$ cat config.mk
export PLATFORM = sky130hd
export DESIGN_NAME = button_conditioner
export DESIGN_NICKNAME = d
export VERILOG_FILES = /design/src/rtl/button_conditioner.sv
export SDC_FILE = /design/constraint.sdc
export NUM_CORES = 1
export LEC_CHECK = 0
export CORE_MARGIN = 1
export CORE_UTILIZATION = 40
export DETAILED_ROUTE_END_ITERATION = 10
export GPL_ROUTABILITY_DRIVEN = 0
export PLACE_DENSITY = 0.54
export SYNTH_ARGS = -nofsm -noshare
export SYNTH_HDL_FRONTEND = slang
export SYNTH_SLANG_ARGS = --single-unit
$ cat constraint.sdc
create_clock -name clk -period 2.3 [get_ports clk]
set_input_delay 0.23 -clock clk [delete_from_list [all_inputs] [get_ports clk]]
set_output_delay 0.23 -clock clk [all_outputs]
set_load 0.01 [all_outputs]
$ cat src/rtl/button_conditioner.sv
// Debounce and edge-detect conditioning for the start and seed-load buttons.
// Each raw button goes through a 2-flop synchronizer and a qualification FSM.
// A confirmed press produces a registered one-cycle pulse. When both buttons
// confirm in the same cycle, start wins and the load pulse is dropped.

module button_fsm #(
    parameter int unsigned DEBOUNCE_CYCLES = 250000,
    parameter int unsigned CNT_W           = 20
) (
    input  logic clk,
    input  logic rst_n,
    input  logic s_i,
    output logic req_o,
    output logic level_o
);

    typedef enum logic [1:0] {
        IDLE         = 2'd0,
        PRESS_WAIT   = 2'd1,
        HELD         = 2'd2,
        RELEASE_WAIT = 2'd3
    } state_e;

    localparam logic [CNT_W-1:0] CNT_LAST = CNT_W'(DEBOUNCE_CYCLES - 1);

    state_e           state_q;
    logic [CNT_W-1:0] cnt_q;
    logic             level_q;

    // A press is confirmed on the edge where PRESS_WAIT sees its last stable sample.
    always_comb begin
        req_o = (state_q == PRESS_WAIT) && s_i && (cnt_q == CNT_LAST);
    end

    // Qualification FSM: any disagreeing sample restarts the stability count.
    always_ff @(posedge clk or negedge rst_n) begin
        if (!rst_n) begin
            state_q <= IDLE;
            cnt_q   <= '0;
            level_q <= 1'b0;
        end else begin
            case (state_q)
                IDLE: begin
                    cnt_q   <= '0;
                    level_q <= 1'b0;
                    if (s_i) begin
                        state_q <= PRESS_WAIT;
                    end
                end
                PRESS_WAIT: begin
                    if (!s_i) begin
                        state_q <= IDLE;
                        cnt_q   <= '0;
                    end else if (cnt_q == CNT_LAST) begin
                        state_q <= HELD;
                        cnt_q   <= '0;
                        level_q <= 1'b1;
                    end else begin
                        cnt_q <= cnt_q + CNT_W'(1);
                    end
                end
                HELD: begin
                    cnt_q   <= '0;
                    level_q <= 1'b1;
                    if (!s_i) begin
                        state_q <= RELEASE_WAIT;
                    end
                end
                RELEASE_WAIT: begin
                    if (s_i) begin
                        state_q <= HELD;
                        cnt_q   <= '0;
                    end else if (cnt_q == CNT_LAST) begin
                        state_q <= IDLE;
                        cnt_q   <= '0;
                        level_q <= 1'b0;
                    end else begin
                        cnt_q <= cnt_q + CNT_W'(1);
                    end
                end
                default: begin
                    state_q <= IDLE;
                    cnt_q   <= '0;
                    level_q <= 1'b0;
                end
            endcase
        end
    end

    assign level_o = level_q;

endmodule

module button_conditioner #(
    parameter int unsigned DEBOUNCE_CYCLES = 250000,
    parameter int unsigned CNT_W           = 20
) (
    input  logic clk,
    input  logic reset,
    input  logic btn_start_raw,
    input  logic btn_load_raw,
    output logic start,
    output logic lfsr_load,
    output logic start_level,
    output logic load_level
);

    logic [1:0] start_sync_q;
    logic [1:0] load_sync_q;
    logic       start_req;
    logic       load_req;
    logic       start_q;
    logic       load_q;

    // Two-flop synchronizers; bit 1 is the only version the FSMs ever see.
    always_ff @(posedge clk or negedge reset) begin
        if (!reset) begin
            start_sync_q <= '0;
            load_sync_q  <= '0;
        end else begin
            start_sync_q <= {start_sync_q[0], btn_start_raw};
            load_sync_q  <= {load_sync_q[0], btn_load_raw};
        end
    end

    button_fsm #(
        .DEBOUNCE_CYCLES(DEBOUNCE_CYCLES),
        .CNT_W          (CNT_W)
    ) u_start_fsm (
        .clk    (clk),
        .rst_n  (reset),
        .s_i    (start_sync_q[1]),
        .req_o  (start_req),
        .level_o(start_level)
    );

    button_fsm #(
        .DEBOUNCE_CYCLES(DEBOUNCE_CYCLES),
        .CNT_W          (CNT_W)
    ) u_load_fsm (
        .clk    (clk),
        .rst_n  (reset),
        .s_i    (load_sync_q[1]),
        .req_o  (load_req),
        .level_o(load_level)
    );

    // Registered pulses; a coincident load request is discarded, not deferred.
    always_ff @(posedge clk or negedge reset) begin
        if (!reset) begin
            start_q <= 1'b0;
            load_q  <= 1'b0;
        end else begin
            start_q <= start_req;
            load_q  <= load_req && !start_req;
        end
    end

    assign start     = start_q;
    assign lfsr_load = load_q;

endmodule

### After elaboration in Yosys (flattened, before gate mapping)

Index checks and enable logic that the tools add are counted.
W data, S select, Z words.

| cells by class | value |
|---|---|
| $add $sub $neg | 2 |
| eq/ne operators | 24 |
| muxes and demuxes | 32 |
| reduce and logical (&&, ||, !) cells | 14 |

Operators by type and width:

| operator | number |
|---|---|
| $mux W20 | 6 |
| $pmux W20 S3 | 2 |
| $add A20 B1 Y20 const B | 2 |
| $eq A20 B18 Y1 const B | 2 |
| $mux W2 | 12 |
| $ne A2 B2 Y1 const B | 10 |
| $pmux W2 S4 | 2 |
| $reduce_and A4 Y1 | 4 |
| $eq A2 B2 Y1 const B | 4 |
| $mux W1 | 8 |
| $pmux W1 S4 | 2 |
| $ne A3 B2 Y1 const B | 2 |
| $ne A3 B3 Y1 const B | 2 |
| $logic_and A1 B1 Y1 | 5 |
| $eq A2 B1 Y1 const B | 2 |
| $logic_not A2 Y1 | 2 |
| $ne A2 B1 Y1 const B | 2 |
| $reduce_or A2 Y1 | 2 |
| $logic_not A1 Y1 | 1 |

| storage, ports and cells | value |
|---|---|
| register bits after elaboration | 52 |
| bits of input ports | 4 |
| output and inout bits | 4 |
| logic and storage cells | 82 |

### Depth between registers and ports, before layout

Gate-level depths: netlist of the first run.

| depth | value |
|---|---|
| word-level depth | 5 |
| gate-level depth with buffers | 8 |
| mapped depth without buffers | 7 |

### Modules after synthesis

Synthesis of the first run repeated with hierarchy kept, for this count alone.

| unflattened totals | value |
|---|---|
| cell total of the unflattened synthesis | 265 |
| area total of the unflattened synthesis | 2,671.3 µm² |

Modules (own cells, without submodules):

| module | instances | cells an instance | area an instance (µm²) | seq. area each (µm²) |
|---|---|---|---|---|
| button_fsm | 2 | 129 | 1,253.7 | 575.6 |
| button_conditioner | 1 | 7 | 163.9 | 150.1 |

### Least setup slack after synthesis of the first run

Ideal clock, no wire load.

| path | value |
|---|---|
| path type | register to register |
| start | reg u_load_fsm.cnt_q[4] |
| end | reg u_load_fsm.cnt_q[10] |
| setup time | 0.119 ns |
| arrival | 1.892 ns |
| required time | 2.181 ns |
| slack | 0.289 ns |
| cell stages (with the launch flop) | 8 |
| buffers on the path | 2 |
| clock period less this slack | 2.011 ns |
| cells stage by stage | dfrtp_1 > or4b_1 > or4_1 > nor2_1 > or2_1 > buf_6 > buf_12 > nor2_1 |

| between the ends | value |
|---|---|
| longest elaborated chain between the ends | 4 |
| elaborated cells on any way between the ends | 6 |
| classes of those cells | add/sub (1); eq/ne (1); mux (4) |

Ends and longest elaborated chain:

| item | line | RTL |
|---|---|---|
| start, declared | 27 | `logic [CNT_W-1:0] cnt_q;` |
| start signal, assigned | 59 | `cnt_q <= cnt_q + CNT_W'(1);` |
| start signal, assigned | 78 | `cnt_q <= cnt_q + CNT_W'(1);` |
| $add A20 B1 Y20 or $eq A20 B18 Y1 (tied branches) | - |  |
| $mux W20 (*) | 54, 73 |  |
| $mux W20, on equally long branches | 70, 51 |  |
| $pmux W20 S3 (*) | 42 | `case (state_q)` |

Mark *: on every way between the ends. The rest lies on a longest branch, timed or not.
A chain may end at the register's enable or synchronous reset.

### Final worst setup path of the first run

| path | value |
|---|---|
| start | reg u_load_fsm.cnt_q[4] |
| end | reg u_load_fsm.cnt_q[9] |

The elaborated chain is that of the path after synthesis.

==> metrics.md, run 1 <==
| Metric | Value |
|---|---|
| Syn Nets | a little under 300 |
| Overall Global Routing Usage | between 10% and 20% |
| Sink Count | 52 |
| Max Freq | roughly 470 MHz |
| Critical Path Sink Type | flop |
| ANT nets after route | 0 |
| Nets | 306 |
| Most frequent cell after synthesis | dfrtp_1 |
| Design area | 2964 µm² |
| Pre-antenna DRT Iters | 9 |
| Avg Synthesized Cell Area | slightly below 10 µm² |
| Worst path required time | about 2.5 ns |
| Setup crit start | u_load_fsm.cnt_q[4]$_DFF_PN0_ |
| Worst r2r path cells | 6 |
| Fin. max-slew vios | 0 |
| Layout cells sized above 1 | 5.862% |
| Crit path time final | 2.120 ns |
| RSZ-0062 raised after global routing | false |
| Routed WL | 4865 µm |
| Yosys warning count | 0 |
| Initial antenna violation count | 0 |
| Post-synth top flop | dfrtp_1 |
| Status | complete, but fails checks |
| Vias in the first global route | 1850 |
| Peak supply drop | ~220 µV |
| Commonest cells post-synth | dfrtp_1, nor2_1, xor2_1 |
| Post-synthesis sequential area ratio | between 40% and 50% |
| Port Buf Inserts | 7 |
| Hold Crit Class | reg -> reg |
| Pin count of the biggest net entering global routing | 53 |
| Remaining routing DRC violations | 4 |
| Slew Limit Headroom | 73.35% |
| Post-synth top area share | between 40% and 50% |
| Post-DP HPWL | 3379 µm |
| Netlist cell types | 38 |
| Rows | 29 |
| Critical path type | reg -> reg |
| Ant. Diodes | 0 |
| Asr flop ratio synth | 100.0% |
| IO Count | 8 |
| Die Wd | 84.05 µm |
| Synth top area cells | dfrtp_1, xor2_1, nor2_1, ha_1, xnor2_1 |
| GRT Residual Overflow | 0 |
| Chip Height | 84.05 µm |
| TNS Setup | 0 ns |
| Slew at the pin with the worst max-slew slack | 0.3966 ns |
| Starting DRC count in detailed routing | 104 |
| Reg2reg start | u_load_fsm.cnt_q[4]$_DFF_PN0_ |
| Clock network latency to the later pin of the worst-skew pair | 0.30 ns |
| Post-Synthesis Cells | between 200 and 300 |
| Worst setup endpoint | u_load_fsm.cnt_q[9]$_DFF_PN0_ |
| First-pass GRT wire length | about 8600 µm |
| Max clock buf depth | 2 |
| Final hold vios | 0 |
| Clk slew on worst S/H paths | about 0.09 ns |
| Final Util | 46.15% |
| Setup ws final | 0.1800 ns |
| DP Area | approximately 2900 µm² |
| CTS Buf Count | 5 |
| #FFs+latches synth | 52 |
| Critical Path AT | 2.31 ns |
| Post-synth top area cell | dfrtp_1 |
| Setup WS pre-CTS | 0.1708 ns |
| Period utilization | between 90% and 100% |
| Failing checks | design-rule violations |
| Pwr dens | 788.1 nW/µm² |
| Vias post-DR | 1924 |
| Mapped cell area | 2693 µm² |
| Starting Density | 41.92% |
| Vias per inst | 5.243 |
| Startpoint Class | flop |
| Die ar. | approximately 7000 µm² |
| Synth-to-layout area growth | 10.08% |
| CTS H-tree depth | 2 |
| Number of max-cap violations | 0 |
| Leak | approximately 0.0013 µW |
| Clock Skew | 0.005954 ns |
| Root buf cell | clkbuf_8 |
| Worst R2R End | u_load_fsm.cnt_q[9]$_DFF_PN0_ |
| Worst-path fanout max | 19 |
| Core area | 6422 µm² |
| CTS tree | yes |
| Per-cell routed wire length | about 13 µm |
| EDFF count, synth | 0 |
| Final setup violation count | 0 |
| R2r setup slk | 0.18 ns |
[state kept, by name, summed over array words and instances (netlist names), named ones only]
name / flops
load_sync_q: 2
u_load_fsm.state_q: 1
u_load_fsm.level_o: 1
u_start_fsm.cnt_q: 20
lfsr_load: 1
start: 1
start_sync_q: 2
u_start_fsm.level_o: 1
u_load_fsm.cnt_q: 20
u_start_fsm.state_q: 1
[layer usage]
metal / share of wire, % / GRT usage (%)
met2: 43 / 23.47
met1: 54 / 21.35
met4: 1.4 / 4.702
met5: 0 / 0
met3: 2.2 / 3.561
[layout by cell type, fill, tap and decap left out, types with 3 or more instances in the layout]
cell type	n
and3_1	10
inv_1	9
o21ai_0	7
nand4_1	8
ha_1	12
clkdlybuf4s50_1	6
clkbuf_8	5
a21oi_1	5
nand2b_1	3
nand2_1	17
nor3_1	7
nor2_1	50
and4_1	6
xnor2_1	14
buf_4	5
a31oi_1	3
or4_1	3
dfrtp_1	52
nand3_1	16
xor2_1	22
[power breakdown]
group / internal, µW / switching [µW]
combinational: 323 / 432
clock: 208 / 282
sequential: 1000 / 89.0
[cells by family (layout without fill, tap and decap cells)]
group	Yosys count	count (layout)	synth area share, %
AO/OA/AOI/OAI	22	22	5.019
XOR/XNOR	36	36	11.71
adder cells (fa/ha/maj)	12	12	5.576
buffers and inverters	15	31	2.974
flip-flops	52	52	48.33
multiplexers	3	3	1.162
AND/OR/NAND/NOR	134	134	25.23
[final cells by class]
cell class | instances | area (µm²)
Inverter | 9 | 33.78
Tap cell | 77 | 96.34
Multi-Input combinational cell | 207 | 1311
Sequential cell | 52 | 1301
Clock buffer | 6 | 72.57
Fill cell | 615 | 3458
Clock inverter | 1 | 5.005
Timing Repair Buffer | 15 | 143.9
[stage by stage]
step / cells / power [µW] / hold slack, ns
final: 367 / 2336 / 0.3552
after global routing: 367 / 2547 / 0.3614
after CTS: 367 / 2371 / 0.3506
after detailed placement: 359 / 1867 / 0.2462
after global placement: 359 / 1858 / 0.2491
after floorplan: 274 / 1686 / -0.06559
[worst min path at each step]
stage,start,end,depth (start not counted)
final,start_sync_q[0]$_DFF_PN0_,start_sync_q[1]$_DFF_PN0_,0
after global routing,btn_start_raw,start_sync_q[0]$_DFF_PN0_,1
after CTS,btn_start_raw,start_sync_q[0]$_DFF_PN0_,1
after detailed placement,reset,u_start_fsm.cnt_q[6]$_DFF_PN0_,2
after global placement,reset,u_start_fsm.cnt_q[11]$_DFF_PN0_,2
after floorplan,reset,asynchronous set/reset pin,0
[timing repair]
action,in CTS,in global routing
gates resized for setup,0,1
setup buffers,0,0
hold endpoints to repair,52,0
setup endpoints to repair,0,7
hold buffers,1,0
[critical path, stage by stage, from the launching register on]
cell and delay, ns:
dfrtp_1 0.45, or4b_1 0.53, or4_1 0.51, nor2_1 0.14
or2_1 0.13, buf_6 0.18, nor2_1 0.07
Power figures use the tool's default switching activity.
==> run 2, diff against run 1 <==
--- a/config.mk
+++ b/config.mk
@@ -12,4 +12,5 @@
 export PLACE_DENSITY = 0.54
 export SYNTH_ARGS = -nofsm -noshare
 export SYNTH_HDL_FRONTEND = slang
+export SYNTH_HIERARCHICAL = 1
 export SYNTH_SLANG_ARGS = --single-unit
==> run 2 against run 1 <==
The flow now finishes without violations. Setup slack gained 0.24 ns. Wire length shrank 4.8%. Combinational power shrank 11%. Clock power grew 1%. Critical path depth shrank 2. Flip-flop and latch count is the same. Area after synthesis shrank 0.79%. Critical path type unchanged.
==> metrics.md, run 2 <==
| Metric | Value |
|---|---|
| Worst path cell trace | or4b_1, or4_4, nor2_1, nor2b_4 |
| Post-cts resize count | 0 |
| GRT Residual Overflow | 0 |
| Sw frac | 33.79% |
| TNS Setup | 0 ns |
| Syn Nets | 279 |
| Ant. Diodes | 0 |
| Post-synthesis mux area share | 1.593% |
| Nets | 296 |
| Number of max-cap violations | 0 |
| First-pass GRT wire length | 8397 µm |
| Starting DRC count in detailed routing | 69 |
| Vias in the first global route | 1832 |
| Netlist cell types | 32 |
| CTS tree | yes |
| Post-synth top area share | about half |
| Dpl cells | 351 |
| RSZ-0062 raised after global routing | false |
| Clk slew on worst S/H paths | ~0.09 ns |
| Critical path type | reg -> reg |
| Pin count of the biggest net entering global routing | 20 |
| P_sw | 762.2 µW |
| Clk pwr share | 22.0% |
| Chip Height | 83.72 µm |
| Post-synth top area cell | dfrtp_1 |
| Clock network latency to the later pin of the worst-skew pair | 0.30 ns |
| Synth Area in Simple Gates | 27.68% |
| Commonest cells post-synth | dfrtp_1, nor2_1, xor2_1 |
| CTS Buf Count | 5 |
| Overall Global Routing Usage | 14.73% |
| Mapped cell area | around 2700 µm² |
| Asr flop ratio synth | 100.0% |
| ANT nets after route | 0 |
| Hold Crit Class | reg -> reg |
| Rows | 29 |
| Peak supply drop | 648.1 µV |
| Remaining routing DRC violations | 0 |
| Post-synthesis compound-gate area fraction | under 10% |
| Starting Density | 41.83% |
| Slew Limit Headroom | just over 70% |
| EDFF count, synth | 0 |
| Crit path max-delay cell type | or4b_1 |
| Largest family of logic cells by synthesized area | simple AND/OR/NAND/NOR gates |
| Sequential share of power | 48.2% |
| Adder-cell area share of the yosys netlist | between 4 and 5% |
| Synth-to-layout area growth | 10.21% |
| Die ar. | roughly 7000 µm² |
| Startpoint Class | flop |
| Yosys warning count | 6 |
| Pwr dens | 766.2 nW/µm² |
| Clock Skew | 0.008408 ns |
| Final setup violation count | 0 |
| Internal | ~1500 µW |
| IO Count | 8 |
| Vias post-DR | 1846 |
| Slew at the pin with the worst max-slew slack | just over 0.4 ns |
| Post-DP HPWL | 3374 µm |
| Post-synthesis xor/xnor area fraction | 11.80% |
| Max clock buf depth | 2 |
| Commonest non-fill, non-tap cell in the layout | dfrtp_1 |
| Worst-path fanout max | 5 |
| Period utilization | between 80% and 90% |
| Pre-antenna DRT Iters | 4 |
| Routed WL | 4633 µm |
| Post-synthesis sequential area ratio | 48.71% |
| Crit path time final | 1.879 ns |
| Critical Path AT | 2.06 ns |
| Final Util | 46.10% |
| Hold slack final | 0.3582 ns |
| Synth top area cells | dfrtp_1, xor2_1, nor2_1, ha_1, xnor2_1 |
| Core area | 6386 µm² |
| Combinational fraction of design power | between 20% and 30% |
| Regs by FF count | u_load_fsm/cnt_q: 20 flops, u_start_fsm/cnt_q: 20 flops |
| Root buf cell | clkbuf_8 |
| Final hold vios | 0 |
| Fin cells | about 360 |
| Setup bufs post-CTS | 0 |
| Most frequent cell after synthesis | dfrtp_1 |
| Avg Synthesized Cell Area | 10.08 µm² |
| Max Freq | 532.3 MHz |
| #FFs+latches synth | 52 |
| Layout cells sized above 1 | 9.574% |
| Die Wd | 83.72 µm |
| Design area | 2944 µm² |
| Post-synth top flop | dfrtp_1 |
| Sink Count | 52 |
| Status | finished clean |
| Per-cell routed wire length | 12.91 µm |
| DP Area | 2853 µm² |
| Commonest non-fill, non-tap cells in the layout | dfrtp_1, nor2_1, xor2_1 |
| Critical Path Sink Type | flop |
| CTS H-tree depth | 2 |
| Initial antenna violation count | 0 |
| Port Buf Inserts | 7 |
| Worst path required time | roughly 2.5 ns |
| Vias per inst | 5.142 |
| Fin. max-slew vios | 0 |
| Leak | 0.001255 µW |
| Max stage delay on crit path | 0.52 ns |
| Post-Synthesis Cells | 265 |
| Fillers | 614 |
run 2: changes by cell type after synthesis, sizes merged, moves of 3 or more:
cell / before / now
a31oi: 3 / 0
clkbuf: 4 / 0
nand2b: 3 / 6
nand3b: 0 / 4
nand4: 8 / 12
nor2: 50 / 46
o21ai: 7 / 4
run 2: timing repair:
item	4_1_cts	5_1_grt
hold endpoints to repair	15	0
hold buffers	1	0
endpoints found under the setup margin	0	0
run 2: area by class of cell:
class / count / area (µm²) / share of cell area, %
sequential: 52 / 1301 / 44.20
inverter: 8 / 30.03 / 1.020
timing repair buffer: 12 / 105.1 / 3.570
clock inverter: 2 / 12.51 / 0.4250
clock buffer: 5 / 68.82 / 2.337
multi-input combinational: 203 / 1330 / 45.18
tap: 77 / 96.34 / 3.272
run 2: layer usage:
layer	vias to the layer above	GRT usage (%)	share of wire, %
met5	-	0	0
met4	0	4.160	0.52
met3	2	2.671	2.0
met2	9	25.42	50
met1	888	18.89	48
li1	947	-	-
run 2: logic make-up (layout without fill, tap and decap cells):
family	count (synthesis)	count (layout)
buf+inv	10	27
fa+ha+maj	10	10
flops	52	52
compound gates	16	16
simple gates	137	137
mux	4	4
xor+xnor	36	36
run 2: worst paths after layout:
kind | startpoint | endpoint | slack [ns] | cells after the start
hold reg to reg | start_sync_q[0]$_DFF_PN0_ | start_sync_q[1]$_DFF_PN0_ | 0.36 | 0
hold / removal | start_sync_q[0]$_DFF_PN0_ | start_sync_q[1]$_DFF_PN0_ | 0.36 | 0
setup / recovery | u_start_fsm/cnt_q[10]$_DFF_PN0_ | lfsr_load$_DFF_PN0_ | 0.42 | 4
setup reg to reg | u_start_fsm/cnt_q[10]$_DFF_PN0_ | lfsr_load$_DFF_PN0_ | 0.42 | 4
min in group asynchronous | reset | u_load_fsm/cnt_q[17]$_DFF_PN0_ | 0.37 | 2
max in group asynchronous | reset | load_sync_q[0]$_DFF_PN0_ | 1.35 | 3
run 2: power by group through the flow:
stage          Clock, µW  Combinational (µW)  Sequential, µW
3_3_place_gp           0                 668            1110
2_1_floorplan          0                 504            1100
6_report             497                 671            1090
5_1_grt              556                 770            1100
4_1_cts              523                 684            1090
3_5_place_dp           0                 677            1110
run 2: metrics by stage:
| stage | worst slack, ns | power (µW) |
|---|---|---|
| CTS | 0.4105 | 2295 |
| global placement | 0.4083 | 1775 |
| floorplan | 0.5314 | 1600 |
| global route | 0.2747 | 2429 |
| finish | 0.4212 | 2256 |
| detailed placement | 0.4187 | 1784 |
run 2: critical path: cells and delay by family (launching register included):
kind             cells  cell delay (ns)
AND/OR/NAND/NOR      4             1.35
flip-flops           1             0.43
